--- config.mk ---
export PLATFORM = sky130hd
export DESIGN_NAME = idli_sqi_ctrl_m
export DESIGN_NICKNAME = d
export VERILOG_FILES = /design/src/rtl/idli_pkg.sv /design/src/rtl/idli_sqi_shift_m.sv /design/src/rtl/idli_sqi_ctrl_m.sv
export SDC_FILE = /design/constraint.sdc
export NUM_CORES = 1
export LEC_CHECK = 0
export CELL_PAD_IN_SITES_DETAIL_PLACEMENT = 0
export CELL_PAD_IN_SITES_GLOBAL_PLACEMENT = 1
export CORE_ASPECT_RATIO = 2
export CORE_MARGIN = 2
export CORE_UTILIZATION = 41
export DETAILED_ROUTE_END_ITERATION = 16
export PLACE_DENSITY_LB_ADDON = 0.15
export SYNTH_ARGS = -nofsm -noshare
export SYNTH_HDL_FRONTEND = slang
export SYNTH_HIERARCHICAL = 1
export SYNTH_SLANG_ARGS = --single-unit
--- constraint.sdc ---
create_clock -name i_sqi_gck -period 6.3 [get_ports i_sqi_gck]
set_input_delay 1.26 -clock i_sqi_gck [delete_from_list [all_inputs] [get_ports i_sqi_gck]]
set_output_delay 1.26 -clock i_sqi_gck [all_outputs]
set_load 0.1 [all_outputs]
--- src/rtl/idli_pkg.sv ---
// Shared types and constants for the IDLI quad-SPI (SQI) memory controller.
package idli_pkg;

  typedef enum logic [2:0] {
    ST_IDLE  = 3'd0,
    ST_CMD   = 3'd1,
    ST_ADDR  = 3'd2,
    ST_DUMMY = 3'd3,
    ST_DATA  = 3'd4,
    ST_DONE  = 3'd5
  } sqi_state_t;

  localparam logic [7:0] OP_WRITE = 8'h02;
  localparam logic [7:0] OP_READ  = 8'h03;
  localparam int         CMD_NIB  = 2;

  function automatic int max_int(input int a, input int b);
    return (a > b) ? a : b;
  endfunction

endpackage

--- src/rtl/idli_sqi_shift_m.sv ---
// Word-wide nibble shift register: parallel load, MS-nibble out, nibble shift-in at the LS end.
module idli_sqi_shift_m #(
  parameter int DATA_W = 16
) (
  input  logic              gck,
  input  logic              rst,
  input  logic              load,
  input  logic [DATA_W-1:0] load_data,
  input  logic              shift_en,
  input  logic [3:0]        nib_in,
  output logic [DATA_W-1:0] q_nxt,
  output logic [3:0]        ms_nib
);

  logic [DATA_W-1:0] q;

  // q_nxt is the value after one more shift; the top level captures completed read words from it.
  generate
    if (DATA_W == 4) begin : g_single_nib
      assign q_nxt = nib_in;
    end else begin : g_multi_nib
      assign q_nxt = {q[DATA_W-5:0], nib_in};
    end
  endgenerate

  assign ms_nib = q[DATA_W-1 -: 4];

  always_ff @(posedge gck) begin
    if (rst) begin
      q <= '0;
    end else if (load) begin
      q <= load_data;
    end else if (shift_en) begin
      q <= q_nxt;
    end
  end

endmodule

--- src/rtl/idli_sqi_ctrl_m.sv ---
// SQI memory controller: one request becomes opcode, address, optional dummy and a burst of
// nibble-serial data words to one of NUM_CS memories.
module idli_sqi_ctrl_m
  import idli_pkg::*;
#(
  parameter int ADDR_W    = 16,
  parameter int DATA_W    = 16,
  parameter int NUM_CS    = 2,
  parameter int DUMMY_CYC = 2,
  parameter int LEN_W     = 4
) (
  input  logic                                        i_sqi_gck,
  input  logic                                        i_sqi_rst,
  input  logic                                        i_sqi_req_vld,
  output logic                                        o_sqi_req_rdy,
  input  logic                                        i_sqi_req_wr,
  input  logic [((NUM_CS > 1) ? $clog2(NUM_CS) : 1)-1:0] i_sqi_req_cs,
  input  logic [ADDR_W-1:0]                           i_sqi_req_addr,
  input  logic [LEN_W-1:0]                            i_sqi_req_len,
  input  logic [DATA_W-1:0]                           i_sqi_wr_data,
  output logic                                        o_sqi_wr_rdy,
  output logic [DATA_W-1:0]                           o_sqi_rd_data,
  output logic                                        o_sqi_rd_vld,
  output logic                                        o_sqi_busy,
  output logic [NUM_CS-1:0]                           o_sqi_cs_n,
  output logic                                        o_sqi_sck_en,
  output logic                                        o_sqi_oe,
  output logic [3:0]                                  o_sqi_data,
  input  logic [3:0]                                  i_sqi_data
);

  localparam int CS_W     = (NUM_CS > 1) ? $clog2(NUM_CS) : 1;
  localparam int ADDR_NIB = ADDR_W / 4;
  localparam int WORD_NIB = DATA_W / 4;
  localparam int HDR_W    = 8 + ADDR_W;
  localparam int MAX_PH   = max_int(max_int(CMD_NIB, ADDR_NIB), max_int(DUMMY_CYC, WORD_NIB));
  localparam int NIB_W    = $clog2(MAX_PH);

  localparam logic [NIB_W-1:0] CMD_LAST   = NIB_W'(CMD_NIB - 1);
  localparam logic [NIB_W-1:0] ADDR_LAST  = NIB_W'(ADDR_NIB - 1);
  localparam logic [NIB_W-1:0] WORD_LAST  = NIB_W'(WORD_NIB - 1);
  localparam logic [NIB_W-1:0] DUMMY_LAST = NIB_W'((DUMMY_CYC == 0) ? 0 : DUMMY_CYC - 1);

  sqi_state_t        state;
  logic [NIB_W-1:0]  nib_cnt;
  logic [LEN_W-1:0]  word_cnt;
  logic              wr_q;
  logic [CS_W-1:0]   cs_q;
  logic [LEN_W-1:0]  len_q;
  logic [HDR_W-1:0]  hdr_q;
  logic [DATA_W-1:0] rd_data_q;
  logic              rd_vld_q;

  logic              accept;
  logic              cs_active;
  logic              wr_fire;
  logic              rd_last;
  logic [DATA_W-1:0] sh_nxt;
  logic [3:0]        sh_ms;

  // Request handshake: a request transfers on the rising edge where i_sqi_req_vld and
  // o_sqi_req_rdy are both high; ready is high only in IDLE, so a held valid is taken once per
  // IDLE visit and ignored while busy. Write words have no stall: the word on i_sqi_wr_data is
  // captured on every edge that ends a cycle with o_sqi_wr_rdy high.
  assign accept    = i_sqi_req_vld && (state == ST_IDLE);
  assign cs_active = (state == ST_CMD) || (state == ST_ADDR) ||
                     (state == ST_DUMMY) || (state == ST_DATA);

  assign wr_fire = wr_q && (((state == ST_ADDR) && (nib_cnt == ADDR_LAST)) ||
                            ((state == ST_DATA) && (nib_cnt == WORD_LAST) && (word_cnt != len_q)));
  assign rd_last = !wr_q && (state == ST_DATA) && (nib_cnt == WORD_LAST);

  idli_sqi_shift_m #(
    .DATA_W (DATA_W)
  ) u_shift (
    .gck       (i_sqi_gck),
    .rst       (i_sqi_rst),
    .load      (wr_fire),
    .load_data (i_sqi_wr_data),
    .shift_en  (state == ST_DATA),
    .nib_in    (i_sqi_data),
    .q_nxt     (sh_nxt),
    .ms_nib    (sh_ms)
  );

  always_ff @(posedge i_sqi_gck) begin
    if (i_sqi_rst) begin
      state     <= ST_IDLE;
      nib_cnt   <= '0;
      word_cnt  <= '0;
      wr_q      <= 1'b0;
      cs_q      <= '0;
      len_q     <= '0;
      hdr_q     <= '0;
      rd_data_q <= '0;
      rd_vld_q  <= 1'b0;
    end else begin
      rd_vld_q <= rd_last;
      if (rd_last) begin
        rd_data_q <= sh_nxt;
      end
      case (state)
        ST_IDLE: begin
          if (accept) begin
            wr_q     <= i_sqi_req_wr;
            cs_q     <= i_sqi_req_cs;
            len_q    <= i_sqi_req_len;
            hdr_q    <= {(i_sqi_req_wr ? OP_WRITE : OP_READ), i_sqi_req_addr};
            nib_cnt  <= '0;
            word_cnt <= '0;
            state    <= ST_CMD;
          end
        end
        ST_CMD: begin
          hdr_q <= {hdr_q[HDR_W-5:0], 4'h0};
          if (nib_cnt == CMD_LAST) begin
            nib_cnt <= '0;
            state   <= ST_ADDR;
          end else begin
            nib_cnt <= nib_cnt + NIB_W'(1);
          end
        end
        ST_ADDR: begin
          hdr_q <= {hdr_q[HDR_W-5:0], 4'h0};
          if (nib_cnt == ADDR_LAST) begin
            nib_cnt <= '0;
            state   <= (!wr_q && (DUMMY_CYC != 0)) ? ST_DUMMY : ST_DATA;
          end else begin
            nib_cnt <= nib_cnt + NIB_W'(1);
          end
        end
        ST_DUMMY: begin
          if (nib_cnt == DUMMY_LAST) begin
            nib_cnt <= '0;
            state   <= ST_DATA;
          end else begin
            nib_cnt <= nib_cnt + NIB_W'(1);
          end
        end
        ST_DATA: begin
          if (nib_cnt == WORD_LAST) begin
            nib_cnt <= '0;
            // Compare before incrementing so len all-ones runs 2^LEN_W words without wrapping.
            if (word_cnt == len_q) begin
              state <= ST_DONE;
            end else begin
              word_cnt <= word_cnt + LEN_W'(1);
            end
          end else begin
            nib_cnt <= nib_cnt + NIB_W'(1);
          end
        end
        ST_DONE: begin
          state <= ST_IDLE;
        end
        default: begin
          state <= ST_IDLE;
        end
      endcase
    end
  end

  always_comb begin
    o_sqi_cs_n = '1;
    for (int i = 0; i < NUM_CS; i++) begin
      if (cs_active && (cs_q == CS_W'(i))) begin
        o_sqi_cs_n[i] = 1'b0;
      end
    end
  end

  assign o_sqi_req_rdy = (state == ST_IDLE);
  assign o_sqi_busy    = (state != ST_IDLE);
  assign o_sqi_sck_en  = cs_active;
  assign o_sqi_oe      = (state == ST_CMD) || (state == ST_ADDR) || ((state == ST_DATA) && wr_q);
  assign o_sqi_data    = !o_sqi_oe ? 4'h0 :
                         (state == ST_DATA) ? sh_ms : hdr_q[HDR_W-1 -: 4];
  assign o_sqi_wr_rdy  = wr_fire;
  assign o_sqi_rd_data = rd_data_q;
  assign o_sqi_rd_vld  = rd_vld_q;

endmodule

**Yosys cells after proc, flatten, opt, wreduce, memory -nomap -nowiden**

Index checks and enable logic that the tools add are counted.
Widths: inputs -> output; s select.

- Register bits: 72
- Bits of input ports: 45
- Output and inout bits: 28
- Word-level logic and storage cells: 83

- $add $sub $neg: 2
- Equality and inequality tests: 15
- Multiplexer cells: 25
- Bitwise operators: 1
- Reduce and logical (&&, ||, !) cells: 30

Operator list:

| operator | count |
|---|---|
| $pmux 24 s2 | 1 |
| $mux 16 | 2 |
| $mux 24 | 1 |
| $mux 3 | 7 |
| $mux 4 | 5 |
| $pmux 3 s5 | 1 |
| $logic_and 1x1->1 | 10 |
| $ne 2x1->1 const B | 4 |
| $pmux 4 s2 | 1 |
| $eq 3x2->1 const B | 2 |
| $mux 2 | 3 |
| $ne 2x2->1 const B | 3 |
| $pmux 2 s3 | 1 |
| $reduce_and 2->1 | 3 |
| $reduce_and 6->1 | 1 |
| $reduce_bool 2->1 | 3 |
| $reduce_bool 3->1 | 2 |
| $reduce_or 2->1 | 3 |
| $logic_or 1x1->1 | 5 |
| $add 4x1->4 const B | 1 |
| $eq 4x4->1 | 1 |
| $ne 4x4->1 | 1 |
| $reduce_and 4->1 | 1 |
| $eq 3x1->1 const B | 1 |
| other kinds (8) | 10 |

**Longest topological paths before layout**

- Depth after elaboration: 6
- Mapped depth: 8

**By module**

The synthesis kept the hierarchy.

By module, submodules not included:

| module | instances | cells an instance | area each (sq um) | seq. area each (sq um) |
|---|---|---|---|---|
| idli_sqi_ctrl_m | 1 | 298 | 2502.4 | 1121.1 |
| idli_sqi_shift_m | 1 | 75 | 835.8 | 320.3 |

**Least setup slack after synthesis**

Ideal clock, no wire load.

- Path kind: register -> output
- Start point: register state[0]
- End point: output o_sqi_cs_n[1]
- Arrival time: 2.934 ns
- Required time: 5.040 ns
- Path slack: 2.106 ns
- Cell stages (with the launch flop): 5
- Path through: dfxtp_1 -> buf_2 -> or3_1 -> and2_1 -> nand2_1

- Cells in the longest elaborated chain, start to end: 6

Ends and longest elaborated chain:

| item | line | source |
|---|---|---|
| start, declared | idli_sqi_ctrl_m.sv:44 | `sqi_state_t state;` |
| start signal, assigned | idli_sqi_ctrl_m.sv:127 | `state <= (!wr_q && (DUMMY_CYC != 0)) ? ST_DUMMY : ST_DATA;` |
| $eq 3x1->1 or $eq 3x2->1 (tied branches) | idli_sqi_ctrl_m.sv:66 | `assign cs_active = (state == ST_CMD) \|\| (state == ST_ADDR) \|\|` |
| $logic_or 1x1->1 (2 in series) | idli_sqi_ctrl_m.sv:66 |  |
| $logic_or 1x1->1 (*) | idli_sqi_ctrl_m.sv:67 | `(state == ST_DUMMY) \|\| (state == ST_DATA);` |
| via o_sqi_sck_en | idli_sqi_ctrl_m.sv:26 | `output logic o_sqi_sck_en,` |
| $logic_and 1x1->1 (*) | idli_sqi_ctrl_m.sv:166 | `if (cs_active && (cs_q == CS_W'(i))) begin` |
| $mux 1 (*) | idli_sqi_ctrl_m.sv:166 |  |
| end, declared | idli_sqi_ctrl_m.sv:25 | `output logic [NUM_CS-1:0] o_sqi_cs_n,` |

The timed path passes the listed nets; every way through them passes the cells marked *.

**Worst setup path after layout**

- Start point: register state[2]
- End point: output o_sqi_data[3]

- Cells in the longest elaborated chain, start to end: 4

Ends and longest elaborated chain:

| item | line | source |
|---|---|---|
| $eq 3x1->1 (tied with other cells) | idli_sqi_ctrl_m.sv:175 | `assign o_sqi_oe = (state == ST_CMD) \|\| (state == ST_ADDR) \|\| ((state == ST_DATA) && wr_q);` |
| $logic_or 1x1->1 or $logic_and 1x1->1 (tied branches) | idli_sqi_ctrl_m.sv:175 |  |
| $logic_or 1x1->1 | idli_sqi_ctrl_m.sv:175 |  |
| $mux 4 (*) | idli_sqi_ctrl_m.sv:176 | `assign o_sqi_data = !o_sqi_oe ? 4'h0 :` |
| end, declared | idli_sqi_ctrl_m.sv:28 | `output logic [3:0] o_sqi_data,` |

Mark *: on every way between the ends. The rest lies on a longest branch, timed or not.

==> impl_metrics.yaml <==
logic_synthesis:
  yosysSeqAreaShare_pct: 43.2
  yosysTopAreaCellShare_pct: 43.2
  ys_ff_latch: 72
  netlist_instances: 373
  synth_area_leader_cell: "dfxtp_1"
  synth.distinct_cells: 42
  ys_async_sr_fraction_pct: 0
  syn_nets: 422
  yosysWarnings: 6
  syn_area_um2: 3340
  synthFlopType: "dfxtp_1"
  synth_edf_count: 0
  syn_area_per_cell_um2: 8.95
  synth_area_leaders: "dfxtp_1, mux2i_1, nand2_1, a21oi_1, a211oi_2"
sta:
  holdWs_ps: 452
  setup_tns_ps: 0
  rsz0062_at_grt: "no"
  tightest_slew_ps: 971
  setup_viol: 0
  max_clock_freq_mhz: 216
  slew_headroom_pct: 35.1
  finalHoldViolations: 0
  finalClockSkew_ps: 5.07
  fin_crit_ps: 4620
  drv_slew: 0
  period_share_pct: 73.4
final_layout:
  multi_input_area_um2: 1660
  mostFrequentLayoutCells: "dfxtp_1, clkdlybuf4s50_1, nand2_1"
  ff_latch_area_um2: 1440
  finalNonFillerCells: 527
  final_common_cell: "dfxtp_1"
  diodes: 0
  fill_cells: 780
  fin_util_pct: 53.8
  nets: 478
  layout-drive-gt1-share_pct: 8.35
  area_growth_pct: 28.0
clocking:
  cts_tree: "yes"
  cts_setup_buffers: 0
  path_clk_slew_ps: 50
  cts_buffers: 9
  clock_path_buffers: 2
  cts_resized: 0
  cts-root-buf: "clkbuf_16"
  clock-sinks: 72
  clkLatencyLatePin_ps: 330
  ctsHoldBuffers: 0
  cts-htree-levels: 3
die:
  start_util_pct: 42.0
  die_h_um: 132
  coreArea_um2: 7940
  die_w_um: 67.8
  rows: 46
  ios: 73
  die_area_um2: 8920
global_routing:
  grt_usage_pct: 18.5
  grt_pass1_wl_mm: 12.7
  grt_pass1_vias: 2702
  overflow: 0
  antenna_found_initial: 0
  grt_max_degree: 76
worst_setup_path:
  crit_required_ps: 5040
  end_kind: "primary output"
  cp_max_fo: 22
  critPathLaunchType: "flip-flop"
  worstPathArrival_ps: 3360
  crit_type: "flip-flop to primary output"
drt:
  postRouteAntennaNets: 0
  wl_mm: 7.59
  drtIter0Drc: 126
  drtPass1Iterations: 4
  drc: 0
  vias: 2710
  routed_via_density: 5.14
  wire_per_inst_um: 14.4
power:
  powerDensity_nw_per_um2: 293
  total_power_w: 0.00125
  vdd.ir_drop.worst_mv: 0.286
  p_leak_nw: 1.51
flow_run:
  max-cap-violations: 0
hold_path:
  hold_class: "flip-flop to flip-flop"
placed_design:
  hpwlAfterDp_mm: 5.36
  io_buffers: 72
  place_inst: 514
  gp_congestion: 0.734
run_status:
  status: "completed"
where the power goes:
group | switching [W] | internal [W]
registers | 0.0000266 | 0.000488
logic | 0.000181 | 0.000105
clock network | 0.000171 | 0.000280
total | 0.000378 | 0.000873
final timing paths:
path                                  start                              to  slack [ps]  cells after the start
min          o_sqi_rd_data[14]$_SDFFE_PP0P_  o_sqi_rd_data[14]$_SDFFE_PP0P_         450                      2
max                   state[2]$_SDFFE_PP0P_                   o_sqi_data[3]        1680                      5
max reg2reg           state[2]$_SDFFE_PP0P_        word_cnt[0]$_SDFFE_PP0P_        3920                      5
min reg2reg  o_sqi_rd_data[14]$_SDFFE_PP0P_  o_sqi_rd_data[14]$_SDFFE_PP0P_         450                      2
cells in the mapped netlist (2+ instances only):
| cell | count |
|---|---|
| a211oi_1 | 18 |
| a211oi_2 | 11 |
| a21oi_1 | 33 |
| a22oi_1 | 10 |
| buf_2 | 6 |
| buf_4 | 7 |
| buf_6 | 5 |
| clkbuf_1 | 12 |
| dfxtp_1 | 72 |
| ha_1 | 4 |
| inv_1 | 8 |
| mux2i_1 | 30 |
| nand2_1 | 59 |
| nand2b_1 | 3 |
| nand3_1 | 3 |
| nand3b_1 | 2 |
| nor2_1 | 31 |
| nor2b_1 | 16 |
| nor3_1 | 4 |
| o211ai_1 | 4 |
| o21ai_0 | 4 |
| o32ai_1 | 2 |
| o41ai_1 | 2 |
| or2_2 | 2 |
| or3_1 | 4 |
| xnor2_1 | 2 |
| xor2_1 | 4 |
kinds of logic after synthesis:
family	synth area share, %
buf+inv	7.27
fa+ha+maj	1.50
compound gates	19.1
flops	43.2
simple gates	18.4
mux	9.00
xor+xnor	1.57
registers in the layout, summed over array words and instances, names as in the netlist:
signal and count:
cs_q 1, word_cnt 4, nib_cnt 2, state 3, o_sqi_rd_data 16, hdr_q 24, wr_q 1, len_q 4
u_shift/q 16, o_sqi_rd_vld 1
cell type report:
class,instances,share of cell area [%]
tap,96,2.81
clock inverter,1,0.117
clock buffer,12,6.00
sequential,72,33.7
inverter,9,0.820
timing repair buffer,77,17.6
multi-input combinational,260,38.9
layer usage:
layer	vias up	routed length, µm	part of all wire [%]	track usage, %
met5	-	0	0	0
met4	0	179	2.4	8.56
met3	12	322	4.2	3.85
met2	67	3990	53	31.4
met1	1231	3090	41	21.2
li1	1400	-	-	-
worst max-delay path: stages (launching register included):
cell and delay, ps:
dfxtp_1 660, or3b_1 570, clkinv_2 390, nand2_1 110, a21oi_1 150, clkdlybuf4s50_1 1150
through the flow:
stage,setup slack (ps),instance area [µm²]
after floorplan,2110,3340
after global placement,2070,4010
after detailed placement,2010,4010
after CTS,1650,4270
after global routing,1500,4270
final,1680,4270
(Power assumes the default switching activity.)
